<file path="src/rtl/mux_pkg.sv">
// Shared constants for the channel multiplexer/arbiter.
package mux_pkg;

    localparam logic        MODE_DIRECT    = 1'b0;
    localparam logic        MODE_RR        = 1'b1;
    localparam int unsigned DATA_W         = 16;
    localparam logic [15:0] CONST_VAL_DFLT = 16'h0002;

endpackage

</file>
<file path="src/rtl/rr_arbiter.sv">
// Combinational round-robin arbiter: first requester at or after ptr wins.
module rr_arbiter #(
    parameter int unsigned NCH  = 6,
    localparam int unsigned SELW = $clog2(NCH + 1)
) (
    input  logic [NCH-1:0]  req,
    input  logic [SELW-1:0] ptr,
    output logic [NCH-1:0]  gnt_onehot,
    output logic [SELW-1:0] gnt_idx,
    output logic            any_gnt
);

    logic [SELW-1:0] idx;

    always_comb begin
        gnt_onehot = '0;
        gnt_idx    = '0;
        any_gnt    = 1'b0;
        idx        = '0;
        for (int k = 0; k < int'(NCH); k++) begin
            idx = SELW'((int'(ptr) + k) % int'(NCH));
            if (!any_gnt && req[idx]) begin
                any_gnt         = 1'b1;
                gnt_idx         = idx;
                gnt_onehot[idx] = 1'b1;
            end
        end
    end

endmodule

</file>
<file path="src/rtl/chan_mux_arb.sv">
// Registered N-channel operand mux with a constant channel, valid/ready handshakes
// and an optional round-robin arbitration mode.
module chan_mux_arb
    import mux_pkg::*;
#(
    parameter int unsigned      WIDTH     = DATA_W,
    parameter int unsigned      NCH       = 6,
    parameter logic [WIDTH-1:0] CONST_VAL = WIDTH'(CONST_VAL_DFLT),
    localparam int unsigned     SELW      = $clog2(NCH + 1)
) (
    input  logic                 clk,
    input  logic                 rst_n,
    input  logic                 mode,
    input  logic [SELW-1:0]      sel,
    input  logic [NCH*WIDTH-1:0] in_data,
    input  logic [NCH-1:0]       in_valid,
    output logic [NCH-1:0]       in_ready,
    output logic [WIDTH-1:0]     out_data,
    output logic                 out_valid,
    input  logic                 out_ready,
    output logic [SELW-1:0]      out_chan,
    output logic                 sel_err,
    input  logic                 clr_err
);

    localparam logic [SELW-1:0] CONST_SEL = SELW'(NCH);
    localparam logic [SELW-1:0] LAST_CH   = SELW'(NCH - 1);

    logic [WIDTH-1:0] chan_data [NCH];

    for (genvar i = 0; i < int'(NCH); i++) begin : g_unpack
        assign chan_data[i] = in_data[i*WIDTH +: WIDTH];
    end

    logic [WIDTH-1:0] out_data_q, out_data_d;
    logic             out_valid_q, out_valid_d;
    logic [SELW-1:0]  out_chan_q, out_chan_d;
    logic [SELW-1:0]  ptr_q, ptr_d;
    logic             sel_err_q, sel_err_d;

    logic [NCH-1:0]   gnt_onehot;
    logic [SELW-1:0]  gnt_idx;
    logic             any_gnt;

    logic             load_en;
    logic             xfer;
    logic             err_set;
    logic [WIDTH-1:0] ld_data;
    logic [SELW-1:0]  ld_chan;

    rr_arbiter #(
        .NCH (NCH)
    ) u_rr_arbiter (
        .req        (in_valid),
        .ptr        (ptr_q),
        .gnt_onehot (gnt_onehot),
        .gnt_idx    (gnt_idx),
        .any_gnt    (any_gnt)
    );

    assign load_en = !out_valid_q || out_ready;

    always_comb begin
        in_ready = '0;
        xfer     = 1'b0;
        err_set  = 1'b0;
        ld_data  = '0;
        ld_chan  = '0;
        if (mode == MODE_RR) begin
            if (any_gnt) begin
                in_ready = load_en ? gnt_onehot : '0;
                xfer     = load_en;
                ld_data  = chan_data[gnt_idx];
                ld_chan  = gnt_idx;
            end
        end else if (sel < CONST_SEL) begin
            in_ready[sel] = load_en;
            xfer          = in_valid[sel] && load_en;
            ld_data       = chan_data[sel];
            ld_chan       = sel;
        end else if (sel == CONST_SEL) begin
            // Constant channel is always valid and has no upstream ready.
            xfer    = load_en;
            ld_data = CONST_VAL;
            ld_chan = CONST_SEL;
        end else begin
            err_set = 1'b1;
        end
    end

    always_comb begin
        out_data_d  = out_data_q;
        out_chan_d  = out_chan_q;
        out_valid_d = out_valid_q;
        ptr_d       = ptr_q;
        if (xfer) begin
            out_data_d  = ld_data;
            out_chan_d  = ld_chan;
            out_valid_d = 1'b1;
        end else if (out_valid_q && out_ready) begin
            out_valid_d = 1'b0;
        end
        if (mode == MODE_RR && xfer) begin
            ptr_d = (gnt_idx == LAST_CH) ? '0 : gnt_idx + 1'b1;
        end
        // Set has priority over clear.
        sel_err_d = err_set ? 1'b1 : (clr_err ? 1'b0 : sel_err_q);
    end

    always_ff @(posedge clk or negedge rst_n) begin
        if (!rst_n) begin
            out_data_q  <= '0;
            out_valid_q <= 1'b0;
            out_chan_q  <= '0;
            ptr_q       <= '0;
            sel_err_q   <= 1'b0;
        end else begin
            out_data_q  <= out_data_d;
            out_valid_q <= out_valid_d;
            out_chan_q  <= out_chan_d;
            ptr_q       <= ptr_d;
            sel_err_q   <= sel_err_d;
        end
    end

    assign out_data  = out_data_q;
    assign out_valid = out_valid_q;
    assign out_chan  = out_chan_q;
    assign sel_err   = sel_err_q;

endmodule

</file>
<file path="config.mk">
export PLATFORM = sky130hd
export DESIGN_NAME = chan_mux_arb
export DESIGN_NICKNAME = d
export VERILOG_FILES = /design/src/rtl/mux_pkg.sv /design/src/rtl/rr_arbiter.sv /design/src/rtl/chan_mux_arb.sv
export SDC_FILE = /design/constraint.sdc
export NUM_CORES = 1
export LEC_CHECK = 0
export ABC_AREA = 1
export ABC_CLOCK_PERIOD_IN_PS = 3700
export BUFFER_PORTS_ARGS = -buffer_cell sky130_fd_sc_hd__buf_2
export CORE_AREA = 2 2 101 103
export CTS_CLUSTER_DIAMETER = 200
export DETAILED_ROUTE_END_ITERATION = 8
export DIE_AREA = 0 0 103 105
export PLACE_DENSITY = 0.76
export SYNTH_ARGS = -nofsm -noshare
export SYNTH_HDL_FRONTEND = slang
export SYNTH_SLANG_ARGS = --single-unit
</file>
<file path="constraint.sdc">
create_clock -name clk -period 3.7 [get_ports clk]
set_input_delay 0.37 -clock clk [delete_from_list [all_inputs] [get_ports clk]]
set_output_delay 0.37 -clock clk [all_outputs]
set_load 0.1 [all_outputs]
</file>
Word-level counts from Yosys, hierarchy flattened
Cells that the tools add are included.

Add/sub/neg operators: 6. Divide/modulo/power cells: 6. Order comparisons: 17. Eq/ne operators: 2. Mux-type cells: 76. Bitwise operators: 8. Reductions and logical operators: 24.

Operators with widths (count): $mod A32 B4 Y32 const B (5); $mux W16 (7); $bmux W16 S3 (2); $mux W6 (10); $mux W3 (11); $mod A4 B4 Y32 const B (1); $mux W1 (31); $or A6 B6 Y6 (5); $lt A3 B4 Y1 const B (7); $bmux W1 S3 (7); $demux W1 S3 (7); $ge A3 B1 Y1 const B (7); $logic_and A1 B1 Y1 (15); $add A3 B2 Y4 const B (2); $add A3 B3 Y4 const B (2); $ge A4 B4 Y1 const B (2); $not A3 Y4 (2); $and A6 B6 Y6 (1); $eq A3 B3 Y1 const B (2); $logic_not A1 Y1 (6); $add A3 B1 Y4 const B (1); $reduce_bool A2 Y1 (2); $add A3 B1 Y3 const B (1); $lt A3 B3 Y1 const B (1); other kinds (2) (2).

Flip-flop bits (word level): 24. Logic and storage cells: 144.

Logic depth before layout (Yosys ltp)
Gate-level depths: netlist of run 1.

Depth in word-level cells: 25. Mapped depth: 30. Mapped depth without buffers: 28.

Modules after synthesis
From an unflattened synthesis of run 1, not the netlist that was laid out.

Cells, all modules: 916. Area, all modules: 4707.0 µm².

By module, submodules not included: chan_mux_arb (times used 1, cells each 652, area each 3286.9 µm²); rr_arbiter (times used 1, cells each 264, area each 1420.1 µm²).

Worst setup path after synthesis of run 1
No wires, ideal clock.

Path kind: flip-flop to output port. Start point: reg ptr_q[0]. End point: out in_ready[4]. Arrival: 4.349 ns. Required time: 3.330 ns. Setup slack: -1.019 ns. Stages on the path, launching flop included: 25. Buffers on the path: 3. Cells stage by stage: dfrtp_1 buf_6 inv_1 buf_2 ha_1 inv_1 nand2_1 nand2_2 ha_1 nor2_1 nand2_1 nand2_2 nand4_1 nand2_2 nand2_1 nand3_1 nand2_2 inv_1 nand3_2 inv_2 nand2_1 nand3_1 buf_4 nand2_1 o22ai_1.

Word-level cells in the longest chain between the ends: 22.

RTL lines: from (decl) (RTL line chan_mux_arb.sv:38) `logic [SELW-1:0] ptr_q, ptr_d;`; from (signal assigned) (RTL line chan_mux_arb.sv:121) `ptr_q <= ptr_d;`; parallel branches: the longest is 20 deep, another holds $mod A32 B4 Y32; $mux W6 (*) (RTL line chan_mux_arb.sv:70) `if (any_gnt) begin`; $mux W6 (*) (RTL line chan_mux_arb.sv:69) `if (mode == MODE_RR) begin`; to (decl) (RTL line chan_mux_arb.sv:17) `output logic [NCH-1:0] in_ready,`.

Every way passes the cells marked *. The select of a mux whose other input is x is not followed.

Worst setup path after layout of run 1
Start point: reg ptr_q[1]. End point: out in_ready[0].

The elaborated chain is that of the path after synthesis.

==> flow_summary.toml, run 1 <==
[synth]
synth_edf_count = 0
synthesis.area_um2 = 4353
yosys_warnings = 0
synth.most_common_cell = "nand2_1"
synth_seq_cells = 24
syn_nets = 902
synth_commonest_cells = "nand2_1 (221), nor2_1 (94), inv_1 (81), o21ai_0 (72), nand3_1 (64)"
synth_area_leader_cell = "nand2_1"
synth-main-ff-cell = "dfrtp_1"
async_reset_ff_share_pct = 100.0
syn-instance-count = 778
netlist.area_leader.share_pct = 19.06
syn_avg_cell_area_um2 = 5.595
yosysSeqAreaShare_pct = 13.80
yosysUniqueCellTypes = 42
synthTopCellsByArea = "nand2_1 (19%), dfrtp_1 (14%), o21ai_0 (8.3%)"

[sta]
hold_violations = 0
maxSlewViolCount = 0
rsz0062_at_grt = "yes"
clock.fmax_ghz = 0.2713
slew_headroom_pct = 51.61
worst_slew_pin_slew_ps = 718.2
tns_ps = 0
period_minus_slack_ps = 3686
period_share_pct = 99.63
setup_viol = 0
fin_skew_ps = 5.166

[cells_and_area]
antenna_cells = 0
final-seq-area_um2 = 604.3
area_growth_pct = 39.84
postLayoutCellArea_um2 = 6087
multi_input_area_um2 = 3547
drive_gt1_share_pct = 33.51
nNetsFinal = 1080
nFillCells = 977
stdcell_count = 1088
utilization_pct = 63.15

[worst_setup_path]
reg2reg_depth = 26
crit_arrival_ps = 3320
crit_required_ps = 3330
start_kind = "register"
crit_slowest_cell = "dfrtp_2"
crit_path_end_kind = "primary output"
critical_path_class = "register to primary output"
timing.rr.start = "ptr_q[1]"
max_stage_delay_ps = 490
crit_chain = "ha_4 -> inv_2 -> nand2_2 -> nand2_4 -> ha_4 -> nor2_4 -> nand3_2 -> nand2_2 -> nand2_2 -> nand2_4 -> nand2_4 -> nand2_1 -> nand2_1 -> nand2_2 -> nand4_4 -> nor2_4 -> nand3_4 -> nor2_4 -> nand3_1 -> nand3_1 -> a21oi_1 -> o22ai_4 -> buf_12"
cp_common_cell = "nand2_2"
startpoint = "ptr_q[1]"
worstPathMaxFanout = 5

[clock_network]
h-tree-depth = 1
cts_root_buf = "clkbuf_8"
cts_tree = "built"
clk_pin_slew_worst_paths_ps = 100
insertion_delay_ps = 280
clock_sinks = 24
cts.path.max_buffers = 2
cts_buffers = 3
postCtsHoldBufs = 0

[grt]
grt_pass1_wl_um = 25770
grt_start_max_net_pins = 38
grt_pass1_vias = 5503
grt_usage_pct = 29.47
grt_overflow_total = 0
antenna_found_initial = 0

[placed_design]
dpl.hpwl_um = 12500
portBuffers = 136
gp_congestion = 0.9858
place_area_um2 = 5451
dp_cells = 1053

[route]
drc = 0
antenna_left = 0
post_drt_wl_per_cell_um = 15.61
viasPerCell = 5.615
drtIter0Drc = 464
routed_wl_um = 16980
vias = 6109
first_pass_iters = 5

[run_status]
status = "finished clean"

[floorplanning]
row_count = 36
io_pins = 137
coreArea_um2 = 9639
die_w_um = 103
dieArea_um2 = 10820
dieHeight_um = 105
start_util_pct = 45.16

[min_path]
hold_path.class = "input pin to async pin"

[flow_run]
cap_violations = 0
## final cells by class
| class | instances | area share (%) |
|---|---|---|
| multi-input combinational | 628 | 58.27 |
| timing repair buffer | 208 | 22.14 |
| sequential | 24 | 9.928 |
| inverter | 91 | 5.755 |
| tap | 133 | 2.734 |
| clock buffer | 3 | 0.6783 |
| clock inverter | 1 | 0.4933 |
## sequential cells by signal, summed over array words and instances (netlist names)
register	cells
out_chan	3
out_data	16
sel_err	1
out_valid	1
ptr_q	3
## layout by cell type, fill, tap and decap left out, drive strengths merged
cell type / count
a21oi: 48
a31oi: 5
a32oi: 1
a41o: 1
buf: 208
bufinv: 1
clkbuf: 3
clkinv: 2
dfrtp: 24
ha: 14
inv: 89
nand2: 237
nand3: 77
nand3b: 10
nand4: 15
nor2: 101
nor3: 3
nor4: 1
o2111ai: 1
o211ai: 15
o21a: 1
o21ai: 78
o221ai: 11
o22ai: 5
o311ai: 1
o32ai: 2
or2: 1
## repair_timing
item / CTS / global route
pin swaps: 18 / 39
buffers inserted: 13 / 19
endpoints found under the setup margin: 6 / 21
gates resized for setup: 22 / 57
endpoints found under the hold margin: 0 / 0
## kinds of logic after synthesis
group | share of synthesized area [%]
flip-flops | 13.80
AND/OR/NAND/NOR | 46.94
AO/OA/AOI/OAI | 22.48
buffers and inverters | 12.76
adder cells (fa/ha/maj) | 4.024
## worst max-delay path: cells and delay by family, from the launching register on
| kind | cells | cell delay [ps] |
|---|---|---|
| simple gates | 17 | 1560 |
| compound gates | 2 | 280 |
| fa+ha+maj | 2 | 410 |
| buf+inv | 2 | 290 |
| flops | 1 | 490 |
## metrics by stage
stage / worst slack, ps / hold slack [ps]
CTS: 0.1865 / 101.8
floorplan: -295.5 / 74.41
global route: -133.3 / 115.9
global placement: 161.6 / 406.0
detailed placement: 128.3 / 402.9
finish: 13.66 / 79.47
## routing by layer
metal / global-route usage, % / share of wire (%) / vias to the layer above
li1: - / - / 2940
met1: 38.00 / 39 / 2744
met2: 48.65 / 47 / 372
met3: 3.880 / 10 / 53
met4: 12.31 / 3.3 / 0
met5: 0 / 0 / -
## final timing paths
kind | to | slack (ps)
worst max register to register | out_data[6] | 150
max in group asynchronous | ptr_q[2] | 3190
worst min-delay path | out_data[15] | 80
worst max-delay path | in_ready[0] | 10
min in group clk | sel_err | 260
worst min register to register | out_data[15] | 520
Power of run 1 is left out: the tool's default activity adds up to more than one toggle a clock period on the data nets, which glitch-free logic cannot reach.
==> inputs of run 2 (changes only) <==
- MAX_ROUTING_LAYER: unset -> met4
- SLEW_MARGIN: unset -> 10
==> run 2 against run 1 <==
The flow now finishes with violations (setup timing). Setup slack worse by 55 ps. Critical path depth is 2 lower. Critical path type unchanged. Final area is 1.4% higher. Global-route usage is 1.4 points higher.
==> flow_summary.toml, run 2 (synthesized netlist as in run 1, its figures left out) <==
[sta]
clock.fmax_ghz = 0.2673
rsz0062_at_grt = "yes"
maxSlewViolCount = 0
fin_skew_ps = 3.292
whs_ps = 82.35
hold_violations = 0
setup_viol = 5
worst_slack_ps = -41.75
period_share_pct = 101.1
worst_slew_pin_slew_ps = 740.2
period_minus_slack_ps = 3742
slew_headroom_pct = 50.13

[grt]
grt_start_max_net_pins = 38
grt_overflow_total = 0
grt_pass1_wl_um = 26270
antenna_found_initial = 0
grt_pass1_vias = 5548
grt_usage_pct = 30.91

[route]
vias = 6172
viasPerCell = 5.668
antenna_left = 0
drtIter0Drc = 457
first_pass_iters = 5
routed_wl_um = 17530
post_drt_wl_per_cell_um = 16.10
drc = 0

[worst_setup_path]
crit_arrival_ps = 3370
crit_slowest_cell = "dfrtp_2"
start_kind = "register"
crit_family = "simple AND/OR/NAND/NOR gates"
crit_required_ps = 3330
crit_path_end_kind = "primary output"
critical_path_class = "register to primary output"
worstPathMaxFanout = 6
cp_common_cell = "nand2_2"
crit_chain = "inv_2 -> ha_4 -> inv_2 -> nand2_2 -> nand2_2 -> ha_4 -> nor2_2 -> nand2_1 -> nand2_2 -> nand4_1 -> nand2_2 -> nand4_1 -> nand2_4 -> nor2_4 -> nand3b_1 -> nand2_4 -> nor2_4 -> inv_4 -> a41o_1 -> o21ai_4 -> buf_12"
max_stage_delay_ps = 500
worst-path-buf-inv = 4

[cells_and_area]
nNetsFinal = 1081
antenna_cells = 0
final_cell_mix = "nand2_1 (202), buf_2 (130), nor2_1 (89)"
final_common_cell = "nand2_1"
area_growth_pct = 41.85
largest_register_ffs = 16
drive_gt1_share_pct = 33.79

[placed_design]
dpl.hpwl_um = 12500
gp_congestion = 0.9995
portBuffers = 136
dpl_worst_slack_ps = 84.71

[clock_network]
postCtsHoldBufs = 0
clk_pin_slew_worst_paths_ps = 100
clock_sinks = 24
cts.path.max_buffers = 2
cts_root_buf = "clkbuf_8"
cts_buffers = 3
insertion_delay_ps = 280
h-tree-depth = 1
cts_tree = "built"

[floorplanning]
dieHeight_um = 105
coreArea_um2 = 9639
start_util_pct = 45.16
row_count = 36
dieArea_um2 = 10820
die_w_um = 103
io_pins = 137

[flow_run]
cap_violations = 0

[run_status]
status = "finished with violations"
violations = "setup timing"

[min_path]
hold_path.class = "input pin to async pin"
[run 2: per-stage QoR]
stage / setup TNS, ps / utilization (%) / cell area [um^2] / cells
final: -157.0 / 64.06 / 6175 / 1089
after global routing: -1260 / 64.06 / 6175 / 1089
after CTS: -20.81 / 58.89 / 5677 / 1068
after detailed placement: 0 / 56.66 / 5461 / 1051
after global placement: 0 / 56.66 / 5461 / 1051
after floorplan: -295.5 / - / 4408 / 778
[run 2: final timing paths]
path                         startpoint  depth (start not counted)            to  slack, ps
max                            ptr_q[1]                         21   in_ready[1]        -40
min                               rst_n                          1  out_data[14]         80
max reg2reg                    ptr_q[1]                         26   out_data[6]        160
min reg2reg                out_data[12]                          2  out_data[12]        520
max in group asynchronous         rst_n                          1      ptr_q[2]       3170
min in group clk                clr_err                          2       sel_err        290
[run 2: timing repair]
item,CTS,global route
resized for setup,11,78
endpoints found under the setup margin,6,27
setup buffers,13,21
pin swaps,12,44
[run 2: layout make-up]
cell class | instances | area (um^2)
Clock buffer | 3 | 41.29
Timing Repair Buffer | 209 | 1393
Fill cell | 925 | 3465
Multi-Input combinational cell | 628 | 3581
Sequential cell | 24 | 604.3
Inverter | 91 | 359.1
Tap cell | 133 | 166.4
Clock inverter | 1 | 30.03
[run 2: layer usage]
layer / vias to the layer above / GRT usage [%] / share of wire, % / wire length, um
li1: 2940 / - / - / -
met1: 2771 / 39.32 / 39 / 6829
met2: 401 / 49.03 / 48 / 8377
met3: 60 / 4.080 / 10 / 1790
met4: 0 / 12.59 / 3.1 / 536
met5: - / - / 0 / 0
Power of run 2 is left out for the same reason.
==> inputs of run 3 (changes only) <==
- BUFFER_PORTS_ARGS: -buffer_cell sky130_fd_sc_hd__buf_2 -> -buffer_cell sky130_fd_sc_hd__clkbuf_2
- PLACE_DENSITY: 0.76 -> unset
- PLACE_DENSITY_LB_ADDON: unset -> 0.12
- RECOVER_POWER: unset -> 25
==> run 3 against run 2 <==
The run ends with capacitance limit, slew limit, setup timing left. First-iteration DRC count grew 9.8%. Maximum frequency shrank 2.2%. Count of clock-buffer cells in the layout stayed put. Sequential share of layout area is 0.22 points lower. Critical path depth grew 2. Clock skew rose by 9.7 ps. Global-route usage up 4.0 points. Cell count up 1.1%. Largest cell class unchanged. Highest routed layer unchanged.
==> flow_summary.toml, run 3 (synthesized netlist as in run 1, its figures left out) <==
[run_status]
status = "finished with violations"
violations = "capacitance limit, slew limit, setup timing"

[sta]
worst_slack_ps = -125.2
whs_ps = 258.7
rsz0062_at_grt = "yes"
period_minus_slack_ps = 3825
period_share_pct = 103.4
slew_headroom_pct = -16.12
hold_violations = 0
setup_viol = 9
clock.fmax_ghz = 0.2614
fin_skew_ps = 13.01
maxSlewViolCount = 25
tns_ps = -638.0
worst_slew_pin_slew_ps = 1742

[worst_setup_path]
critical_path_class = "register to primary output"
crit_required_ps = 3330
worst-path-buf-inv = 4
crit_chain = "buf_12 -> ha_4 -> nand2_4 -> inv_2 -> ha_4 -> nor2_4 -> nand3_2 -> nand2_2 -> nand2_2 -> nand2_4 -> nand2_4 -> nand2_1 -> nand2_1 -> nand2_2 -> nand3_1 -> nor2_2 -> nand3_2 -> inv_2 -> nand2_1 -> nand3_2 -> nand4_1 -> o21ai_4 -> buf_12"
worstPathMaxFanout = 4
crit_family = "simple AND/OR/NAND/NOR gates"
max_stage_delay_ps = 490
crit_slowest_cell = "dfrtp_2"
crit_arrival_ps = 3460
start_kind = "register"
crit_path_end_kind = "primary output"

[placed_design]
dp_cells = 1054
dpl.hpwl_um = 13620
portBuffers = 136
gp_congestion = 1.051

[clock_network]
h-tree-depth = 1
cts_buffers = 3
cts.path.max_buffers = 2
clock_sinks = 24
cts_root_buf = "clkbuf_8"
clk_pin_slew_worst_paths_ps = 130
cts_tree = "built"
postCtsHoldBufs = 0
insertion_delay_ps = 310

[cells_and_area]
final_cell_mix = "nand2_1 (204), clkbuf_2 (129), nor2_1 (88)"
antenna_cells = 0
stdcell_count = 1101
nFillCells = 938
utilization_pct = 65.50
final_common_cell = "nand2_1"
nNetsFinal = 1093
largest_register_ffs = 16
area_growth_pct = 45.04
drive_gt1_share_pct = 36.16

[route]
vias = 6267
routed_wl_um = 19400
first_pass_iters = 5
drtIter0Drc = 502
post_drt_wl_per_cell_um = 17.62
viasPerCell = 5.692
drc = 0
antenna_left = 0

[min_path]
hold_path.class = "input pin to register"

[floorplanning]
io_pins = 137
die_w_um = 103
row_count = 36
dieArea_um2 = 10820
start_util_pct = 45.16
coreArea_um2 = 9639
dieHeight_um = 105

[grt]
grt_pass1_vias = 5713
grt_start_max_net_pins = 44
antenna_found_initial = 0
grt_overflow_total = 0
grt_usage_pct = 34.87
grt_pass1_wl_um = 29080

[flow_run]
cap_violations = 1
==> run 3: what timing repair did <==
item                                    CTS  global route
resized for setup                        44            57
setup buffers                            24            19
endpoints found under the setup margin   17            23
pin swaps                                32            39
hold endpoints to repair                  0             0
==> run 3: final timing paths <==
kind                       depth (start not counted)           end          from  slack, ps
max in group asynchronous                          1      ptr_q[2]         rst_n       2060
min in group asynchronous                          1       sel_err         rst_n        500
max                                               23   in_ready[5]      ptr_q[1]       -130
min reg2reg                                        2  out_data[12]  out_data[12]        520
min                                                2       sel_err       clr_err        260
max reg2reg                                       27   out_data[4]      ptr_q[1]        -20
==> run 3: area by class of cell <==
cell class	count	area [um^2]	share of cell area (%)
Clock buffer	3	41.29	0.6540
Sequential cell	24	604.3	9.572
Multi-Input combinational cell	628	3617	57.29
Timing Repair Buffer	221	1498	23.72
Inverter	91	356.6	5.648
Tap cell	133	166.4	2.636
Clock inverter	1	30.03	0.4756
==> run 3: metal layers <==
metal  routed length (um)  global-route usage [%]  up-vias
met2                 8941                   53.39      417
met1                 7860                   48.16     2806
met4                  551                   8.741        0
met5                    0                       -        -
li1                     -                       -     2971
met3                 2051                   5.017       73
==> run 3: through the flow <==
step                      setup slack, ps  instance area, um^2
after floorplan                    -295.5                 4408
after global placement              66.73                 5484
after detailed placement           -50.95                 5484
after CTS                          -2.845                 5926
after global routing               -317.4                 6314
final                              -125.2                 6314
Power of run 3 is left out for the same reason.
